**config.mk**
```make
export PLATFORM = sky130hd
export DESIGN_NAME = conv_seq_ctrl
export DESIGN_NICKNAME = d
export VERILOG_FILES = /design/src/rtl/conv_seq_ctrl.sv
export SDC_FILE = /design/constraint.sdc
export NUM_CORES = 1
export LEC_CHECK = 0
export CELL_PAD_IN_SITES_DETAIL_PLACEMENT = 1
export CELL_PAD_IN_SITES_GLOBAL_PLACEMENT = 1
export CORE_MARGIN = 2
export CORE_UTILIZATION = 43
export DETAILED_ROUTE_END_ITERATION = 8
export PLACE_DENSITY = 0.89
export SLEW_MARGIN = 20
export SYNTH_ARGS = -nofsm -noshare
export SYNTH_HDL_FRONTEND = slang
export SYNTH_SLANG_ARGS = --single-unit
```
**constraint.sdc**
```tcl
create_clock -name clk -period 4.3 [get_ports clk]
set_clock_uncertainty 0.1 [all_clocks]
set_input_delay 0.43 -clock clk [delete_from_list [all_inputs] [get_ports clk]]
set_output_delay 0.43 -clock clk [all_outputs]
set_load 0.02 [all_outputs]
```
**src/rtl/conv_seq_ctrl.sv**
```systemverilog
// conv_seq_ctrl: sequencer for a single-MAC 1-D convolution datapath.
// Loads one frame of x samples, sweeps LENF-tap dot products over it and hands each result downstream.
module conv_seq_ctrl #(
    parameter int LENX  = 20,
    parameter int LENF  = 13,
    parameter int ADDRX = 5,
    parameter int ADDRF = 4
) (
    input  logic             clk,
    input  logic             reset,
    input  logic             s_valid_x,
    output logic             s_ready_x,
    output logic             wr_en_x,
    output logic [ADDRX-1:0] addr_x,
    output logic [ADDRF-1:0] addr_f,
    output logic             clr_acc,
    output logic             en_acc,
    output logic             m_valid_y,
    input  logic             m_ready_y,
    output logic             frame_done
);

    localparam int NOUT = LENX - LENF + 1;
    localparam int WCW  = (LENX > 1) ? $clog2(LENX) : 1;
    localparam int KW   = (LENF > 1) ? $clog2(LENF) : 1;
    localparam int NW   = (NOUT > 1) ? $clog2(NOUT) : 1;

    localparam logic [WCW-1:0]   W_LAST = WCW'(LENX - 1);
    localparam logic [KW-1:0]    K_LAST = KW'(LENF - 1);
    localparam logic [NW-1:0]    N_LAST = NW'(LENX - LENF);
    localparam logic [ADDRX-1:0] X_TAIL = ADDRX'(LENF - 1);
    localparam logic [ADDRF-1:0] F_LAST = ADDRF'(LENF - 1);

    typedef enum logic [1:0] {
        S_LOAD,
        S_COMPUTE,
        S_DRAIN,
        S_OUT
    } state_e;

    state_e         state_q, state_d;
    logic [WCW-1:0] wcnt_q, wcnt_d;
    logic [KW-1:0]  k_q, k_d;
    logic [NW-1:0]  n_q, n_d;
    logic           en_acc_q, en_acc_d;
    logic           m_valid_q, m_valid_d;

    logic           wr_fire;
    logic           out_fire;

    assign wr_fire  = (state_q == S_LOAD) && s_valid_x && !reset;
    assign out_fire = (state_q == S_OUT) && m_valid_q && m_ready_y;

    // State and counter registers; a reset mid-frame discards whatever was loaded.
    always_ff @(posedge clk or posedge reset) begin
        if (reset) begin
            state_q   <= S_LOAD;
            wcnt_q    <= '0;
            k_q       <= '0;
            n_q       <= '0;
            en_acc_q  <= 1'b0;
            m_valid_q <= 1'b0;
        end else begin
            state_q   <= state_d;
            wcnt_q    <= wcnt_d;
            k_q       <= k_d;
            n_q       <= n_d;
            en_acc_q  <= en_acc_d;
            m_valid_q <= m_valid_d;
        end
    end

    always_comb begin
        state_d   = state_q;
        wcnt_d    = wcnt_q;
        k_d       = k_q;
        n_d       = n_q;
        m_valid_d = m_valid_q;
        // Memories have a one-cycle read, so the add enable trails each address issue by one cycle.
        en_acc_d  = (state_q == S_COMPUTE);

        case (state_q)
            S_LOAD: begin
                if (wr_fire) begin
                    if (wcnt_q == W_LAST) begin
                        wcnt_d  = '0;
                        k_d     = '0;
                        n_d     = '0;
                        state_d = S_COMPUTE;
                    end else begin
                        wcnt_d = wcnt_q + WCW'(1);
                    end
                end
            end
            S_COMPUTE: begin
                if (k_q == K_LAST) begin
                    k_d     = '0;
                    state_d = S_DRAIN;
                end else begin
                    k_d = k_q + KW'(1);
                end
            end
            S_DRAIN: begin
                m_valid_d = 1'b1;
                state_d   = S_OUT;
            end
            S_OUT: begin
                if (out_fire) begin
                    m_valid_d = 1'b0;
                    if (n_q == N_LAST) begin
                        n_d     = '0;
                        state_d = S_LOAD;
                    end else begin
                        n_d     = n_q + NW'(1);
                        state_d = S_COMPUTE;
                    end
                end
            end
            default: state_d = S_LOAD;
        endcase
    end

    always_comb begin
        s_ready_x  = (state_q == S_LOAD) && !reset;
        wr_en_x    = s_valid_x && s_ready_x;
        addr_x     = '0;
        addr_f     = '0;
        clr_acc    = 1'b0;
        en_acc     = en_acc_q;
        m_valid_y  = m_valid_q;
        frame_done = out_fire && (n_q == N_LAST);

        case (state_q)
            S_LOAD: begin
                addr_x = ADDRX'(wcnt_q);
            end
            S_COMPUTE: begin
                addr_x  = ADDRX'(n_q) + ADDRX'(k_q);
                addr_f  = ADDRF'(k_q);
                clr_acc = (k_q == '0);
            end
            default: begin
                // No new read after the last tap: keep the final tap's addresses on the bus.
                addr_x = ADDRX'(n_q) + X_TAIL;
                addr_f = F_LAST;
            end
        endcase
    end

    a_clr_en_exclusive : assert property (@(posedge clk) disable iff (reset)
        !(clr_acc && en_acc));
    a_write_only_in_load : assert property (@(posedge clk) disable iff (reset)
        wr_en_x |-> (state_q == S_LOAD));
    a_valid_held : assert property (@(posedge clk) disable iff (reset)
        (m_valid_y && !m_ready_y) |=> m_valid_y);
    a_addr_in_range : assert property (@(posedge clk) disable iff (reset)
        int'(addr_x) < LENX);

endmodule

```
; ---- Word-level counts from Yosys, hierarchy flattened
; Index checks and enable logic that the tools add are counted.
[classes]
muxes = 21
reduce_logical = 18
n_eq_ne = 10
addsub = 5
[op_table]
columns = operator, count
row1 = case mux 4 bit (2 select lines), 2
row2 = two-way mux 3 bit, 4
row3 = two-way mux 4 bit, 3
row4 = case mux 5 bit (2 select lines), 1
row5 = two-way mux 2 bit, 4
row6 = case mux 2 bit (4 select lines), 1
row7 = AND reduction 4 bit, 2
row8 = logical AND 1 bit, 7
row9 = case mux 3 bit (2 select lines), 1
row10 = nonzero test 2 bit, 3
row11 = adder 3 x 4 -> 5 bit, 1
row12 = adder 3 x 4 -> 5 bit (second input constant), 1
row13 = adder 5 x 1 -> 5 bit (second input constant), 1
row14 = == test 5 bit (second input constant), 1
row15 = two-way mux 5 bit, 1
row16 = adder 4 x 1 -> 4 bit (second input constant), 1
row17 = == test 2 bit (second input constant), 2
row18 = == test 4 bit (second input constant), 1
row19 = logical NOT 4 bit, 1
row20 = inequality test 2 x 1 -> 1 bit (second input constant), 2
row21 = inequality test 2 bit (second input constant), 2
row22 = AND reduction 2 bit, 2
row23 = adder 3 x 1 -> 3 bit (second input constant), 1
row24 = == test 3 bit (second input constant), 1
row25 = other kinds (6), 8
[word_totals]
reg_bits = 16

; ---- Logic depth before layout (Yosys ltp)
; Gate-level depths: netlist (run 1).
[depth]
depth_word = 5
depth_mapped = 7
depth_no_buf = 7

; ---- Worst setup path after synthesis (run 1)
; No wires, ideal clock.
[synth_timing]
path_kind = reg2out
startpoint = register state_q[1]
endpoint = output port addr_x[4]
setup_slack_ns = 2.043
t_arrival_ns = 1.727
path_stages_with_launch = 7
t_required_ns = 3.770
path_cell_list = dfrtp_1 -> inv_1 -> ha_1 -> clkbuf_1 -> clkbuf_1 -> nand2_1 -> o21ai_0
[synth_via]
elab_chain_cells = 2
elab_cells_between_ends = 3
[synth_lines]
columns = element, line
row1 = start: declaration, 41  ; state_e state_q, state_d;
row2 = start signal: assignment, 64  ; state_q <= state_d;
row3 = == test 2 x 1 -> 1 bit, n/a
row4 = via en_acc_d, 45  ; logic en_acc_q, en_acc_d;
row5 = case mux 5 bit (2 select lines), 133  ; case (state_q)
row6 = end: declaration, 14  ; output logic [ADDRX-1:0] addr_x,
; The timed path passes the listed nets, and every way through them passes these cells.

; ---- Final worst setup path (run 1)
[layout_timing]
startpoint = register state_q[0]
endpoint = output port wr_en_x
[layout_via]
elab_chain_cells = 3
[layout_lines]
columns = element, line
row1 = logical NOT 2 bit, 124  ; s_ready_x = (state_q == S_LOAD) && !reset;
row2 = logical AND 1 bit, 124
row3 = logical AND 1 bit, 125  ; wr_en_x = s_valid_x && s_ready_x;
row4 = end: declaration, 13  ; output logic wr_en_x,
; No other way between the ends.

==> summary.txt, run 1 <==
Logic synthesis
  – Synth cell count leaders: dfrtp_1, ha_1, nand2_1, inv_1
  – Synth Area in Compound Gates: 21.4%
  – Mux contribution to synthesized area: 1.26%
  – Sequential share of the synthesized area: 33.7%
  – Number of synthesized register bits: 16
  – Asr flop ratio synth: 100%
  – Syn Inst Count: 124
  – Synth cell types: 43
  – Prevailing post-synth register cell: dfrtp_1
  – Area leader, netlist: dfrtp_1
  – Number of synthesized flops with an enable pin: 0
  – Synth top area share: 33.7%
  – Main combinational cell family by area after synthesis: simple AND/OR/NAND/NOR gates
  – Synth Area in Adders: 15.4%
  – Syn Area/Cell: 9.58 um2
  – Mapped Area: 1190 um2
  – Synth Area in XOR/XNOR: 2.21%
  – Syn_nets: 142
  – Simple-gate share of the synthesized area: 21.5%
  – Ys Warns: 0
  – Top post-synthesis cells by area: dfrtp_1, ha_1, nand2_1, a21oi_1, nor3_1
  – Most common cell in the netlist: dfrtp_1

Clocking
  – Post-CTS Setup Inserts: 0
  – Clock Path Buffers: 2
  – Cts hold-fix bufs: 0
  – Resized Gates After CTS: 0
  – H-tree Lvls: 1
  – Root buf cell: clkbuf_4
  – CTS Sinks: 16
  – Latest clock arrival within the worst-skew pair: 0.29 ns
  – CTS tree: built
  – Worst-path clk slew: 0.10 ns
  – Num CTS Buffers: 3

Worst hold path
  – Type of the most critical hold path: register to register

Detailed routing
  – Drt via density: 5.91
  – Initial DRC Count: 17
  – Post-DR wirelength/cell: 18.0 um
  – ANT nets after route: 0
  – Total wire length: 3130 um
  – DRC viols: 0
  – Via count: 1028
  – Number of iterations in the first detailed-routing pass: 4

Power
  – Leakage Power: 0.000693 uW
  – Clk network pwr share: 9.4%
  – Total power: 1100 uW
  – Cell Pwr Density: 766 nW/um2
  – Reg power frac: 27.2%
  – Share of total power in combinational logic: 63.4%
  – Sw Ratio: 47.7%
  – Sw Pwr: 523 uW
  – VDD IR-drop max: 0.000544 V
  – Internal power: 573 uW

Setup path
  – Nature of the critical path startpoint: register
  – Worst setup EP type: output port
  – Data required time of the worst path: 3.77 ns
  – Crit Path Class: register to output port
  – CP arrival: 2.44 ns
  – CP Max Fanout: 12
  – FF-to-FF setup slack: 1.96 ns

Cells and area
  – Share of cells above drive strength 1: 7.69%
  – Footprint of the multi-input gates: 733 um2
  – Seq. cell area: 400 um2
  – Layout area overhead: 20.4%
  – Fill count: 325
  – Diodes inserted: 0
  – NumNets Final: 162

Floorplan
  – # IOs: 19
  – Core area: 2690 um2
  – Chip Height: 56.6 um
  – Die width: 56.6 um
  – Initial core utilization: 44.2%
  – Rows: 19
  – Die area: 3200 um2

Global route
  – Initial antenna violation count: 0
  – GR Overflow Total: 0
  – Largest net degree at the start of global routing: 20
  – Overall routing resource usage: 22.0%
  – First-pass GRT wire length: 5460 um
  – Vias in the first global route: 1089

STA
  – Unrepaired setup endpoints after global routing: false
  – Fin crit share: 69.0%
  – Pin slew with the least headroom to its limit: 0.674 ns
  – Max_slew headroom: 55.0%
  – Final Slew Violations: 0
  – Tmin final: 2.97 ns
  – Final-report hold violation count: 0
  – Setup TNS: 0 ns
  – Final setup vio count: 0
  – Max Clk Rate: 0.337 GHz

Placed design
  – Gpl congestion: 0.831
  – Post-DP HPWL: 2430 um
  – Port-buffer cells: 18

Outcome
  – Outcome: complete, no violations

Run
  – Max_cap viols: 0
==> placed cells by master, fill, tap and decap left out, drive strengths merged, types with 2 or more instances in the layout <==
cell and n:
a21o 2, a21oi 7, a221o 2, a22oi 4
a31oi 2, a32o 3, and2 2, clkbuf 4
clkdlybuf4s50 18, dfrtp 16, ha 13, inv 11
nand2 13, nand3 4, nor2 6, nor3 7
o21ai 5, o21ba 2, xnor2 2
==> registers in the layout, indices dropped and copies added, names as in the netlist <==
signal / count
wcnt_q: 5
k_q: 4
n_q: 3
state_q: 2
en_acc: 1
m_valid_y: 1
==> worst max-delay path: stages (launching register included) <==
cell	delay, ns
dfrtp_1	0.43
inv_1	0.16
ha_1	0.57
nand3b_4	0.19
inv_2	0.16
clkdlybuf4s50_1	0.63
==> power by group through the flow <==
stage          Sequential (uW)  Clock [uW]  Combinational, uW
2_1_floorplan              277           0                460
3_3_place_gp               291           0                665
3_5_place_dp               298           0                698
4_1_cts                    296         105                698
5_1_grt                    308         111                766
6_report                   299         103                694
==> per-layer routing <==
metal,up-vias,track usage (%),wire length (um)
li1,492,-,-
met1,509,29.1,1480
met2,18,35.7,1490
met3,9,2.53,72
met4,0,10.5,85
met5,-,0,0
==> per-stage QoR <==
step	instance area (um2)	setup WS [ns]	util [%]	cells	hold WS (ns)
3_5_place_dp	1390	1.67	51.9	170	0.457
6_report	1430	1.33	53.2	174	0.469
2_1_floorplan	1190	2.04	-	124	0.244
4_1_cts	1430	1.34	53.2	174	0.472
5_1_grt	1430	1.19	53.2	174	0.511
3_3_place_gp	1390	1.71	51.9	170	0.445
==> kinds of logic (layout without fill, tap and decap cells) <==
logic type,Yosys count,in the layout
adder cells (fa/ha/maj),14,14
buffers and inverters,14,33
flip-flops,16,16
AO/OA/AOI/OAI,34,34
XOR/XNOR,3,3
AND/OR/NAND/NOR,42,42
multiplexers,1,1
==> cell type report <==
cell class / instances / area share (%)
Multi-Input combinational cell: 94 / 51.3
Sequential cell: 16 / 28.0
Timing Repair Buffer: 18 / 12.6
Inverter: 11 / 2.89
Tap cell: 31 / 2.71
Clock buffer: 4 / 2.54
==> worst paths after layout <==
check | start | end | cells past startpoint
worst max-delay path | state_q[0] | wr_en_x | 5
worst min-delay path | k_q[2] | k_q[2] | 1
worst max register to register | state_q[0] | n_q[0] | 6
worst min register to register | k_q[2] | k_q[2] | 1
max in group asynchronous | reset | en_acc | 2
min in group asynchronous | reset | wcnt_q[3] | 2
No activity file was read; power rests on OpenSTA's default activity.
==> inputs of run 2 (changes only) <==
- CORE_UTILIZATION: 43 -> 36
- PLACE_DENSITY: 0.89 -> 0.8
- clock period: 4.3 -> 2.6 ns (I/O delays scaled with it)
==> run 2 against run 1 <==
Final area increased by 3.8%. Clock power increased by 68%. Sequential cell count unchanged. Non-clock buffer count up 2. Register-to-register slack lost 1.4 ns. Hold slack worse by 0.14 ns. Global-route usage shrank 3.5 points. Total power grew 66%. Final cell count grew 8.6%. Critical endpoint is now addr_x[2].
==> summary.txt, run 2 (synthesis results as in run 1) <==
Detailed routing
  – Post-DR wirelength/cell: 15.9 um
  – Initial DRC Count: 25
  – DRC viols: 0
  – Total wire length: 3010 um
  – Drt via density: 5.44
  – Number of iterations in the first detailed-routing pass: 3
  – ANT nets after route: 0
  – Via count: 1028

STA
  – Max Clk Rate: 0.400 GHz
  – Tmin final: 2.50 ns
  – Max_slew headroom: 57.2%
  – Pin slew with the least headroom to its limit: 0.641 ns
  – Final Slew Violations: 0
  – Final setup vio count: 0
  – Setup TNS: 0 ns
  – Fin crit share: 96.1%
  – Unrepaired setup endpoints after global routing: false
  – Final-report hold violation count: 0

Power
  – Sw Pwr: 874 uW
  – Reg power frac: 26.6%
  – VDD IR-drop max: 0.000488 V
  – Total power: 1820 uW
  – Share of total power in combinational logic: 63.9%
  – Cell Pwr Density: 1230 nW/um2
  – Sw Ratio: 48.1%
  – Internal power: 945 uW
  – Clk network pwr share: 9.5%
  – Leakage Power: 0.000746 uW

Clocking
  – Root buf cell: clkbuf_4
  – H-tree Lvls: 1
  – Num CTS Buffers: 3
  – Clock Path Buffers: 2
  – Cts hold-fix bufs: 0
  – CTS tree: built
  – Latest clock arrival within the worst-skew pair: 0.29 ns
  – CTS Sinks: 16
  – Worst-path clk slew: 0.11 ns

Cells and area
  – Seq. cell area: 403 um2
  – NumNets Final: 164
  – Fill count: 370
  – Regs by FF count: wcnt_q: 5 flops, k_q: 4 flops, n_q: 3 flops
  – Largest register by flop count: wcnt_q
  – Footprint of the multi-input gates: 739 um2
  – Share of cells above drive strength 1: 11.7%
  – Commonest non-fill, non-tap cell in the layout: dfrtp_1
  – Layout area overhead: 25.0%
  – Max reg flops: 5
  – Commonest cells after routing, fill and taps aside: dfrtp_1, nand2_1, ha_1
  – Share of the core filled with cells: 47.8%
  – Final cell count without fillers: 189
  – Diodes inserted: 0

Global route
  – Initial antenna violation count: 0
  – Overall routing resource usage: 18.6%
  – First-pass GRT wire length: 5010 um
  – Vias in the first global route: 1028
  – Largest net degree at the start of global routing: 20
  – GR Overflow Total: 0

Setup path
  – Worst path buffer plus inverter count: 1
  – Crit Path Class: register to output port
  – Worst setup EP type: output port
  – Crit-path cells: ha_2 -> fa_1 -> xor2_1 -> a221o_1 -> dlygate4sd2_1
  – CP arrival: 2.14 ns
  – Data required time of the worst path: 2.24 ns
  – Nature of the critical path startpoint: register
  – CP max stage cell: dfrtp_1
  – FF-to-FF setup slack: 0.52 ns
  – CP Max Fanout: 5
  – Critical path's largest stage delay: 0.45 ns
  – CP delay by family, top: adder cells

Floorplan
  – Die area: 3770 um2
  – Core area: 3100 um2
  – Chip Height: 61.4 um
  – Initial core utilization: 38.3%
  – Rows: 20
  – # IOs: 19
  – Die width: 61.4 um

Placed design
  – Post-DP HPWL: 2350 um
  – Port-buffer cells: 18
  – Placed cell count: 185
  – Gpl congestion: 0.835

Run
  – Max_cap viols: 0

Outcome
  – Outcome: complete, no violations

Worst hold path
  – Type of the most critical hold path: primary input to async pin
## run 2: cell types whose count changed in the layout (fill, tap and decap cells not counted), moves of 2 or more
cell,change
dfrtp_1,-2
dfrtp_2,+2
dlygate4sd2_1,+5
clkdlybuf4s50_1,-8
dlymetal6s2s_1,+3
## run 2: worst paths after layout
kind | startpoint | endpoint | depth (start not counted)
min in group clk | wcnt_q[1] | wcnt_q[1] | 2
max in group asynchronous | reset | k_q[1] | 2
hold / removal | reset | n_q[0] | 2
setup reg to reg | state_q[0] | state_q[1] | 7
hold reg to reg | wcnt_q[1] | wcnt_q[1] | 2
setup / recovery | k_q[0] | addr_x[2] | 5
## run 2: power by group through the flow
stage          clock network [uW]  logic [uW]  registers [uW]
3_3_place_gp                    0        1150             470
5_1_grt                       190        1280             501
4_1_cts                       177        1170             478
6_report                      173        1160             483
2_1_floorplan                   0         761             459
3_5_place_dp                    0        1210             484
## run 2: per-layer routing
layer | track usage (%) | wire (um)
met5 | 0 | 0
met2 | 32.8 | 1500
met1 | 23.4 | 1410
met4 | 5.78 | 19
met3 | 2.73 | 81
## run 2: through the flow
stage               setup slack, ns  hold slack (ns)  cell area [um2]
finish                        0.101            0.329             1480
global route                 0.0172            0.414             1480
global placement              0.220            0.427             1440
detailed placement            0.178            0.439             1440
CTS                          0.0528            0.362             1470
floorplan                     0.513           0.0737             1190
## run 2: final cells by class
type,instances,share of cell area [%]
clock buffer,4,2.45
multi-input combinational,94,49.8
sequential,16,27.2
timing repair buffer,20,14.1
tap,44,3.71
inverter,11,2.78
## run 2: what timing repair did
item	CTS	global route
gates cloned	0	0
setup endpoints to repair	5	5
gates resized for setup	5	7
setup buffers	0	0
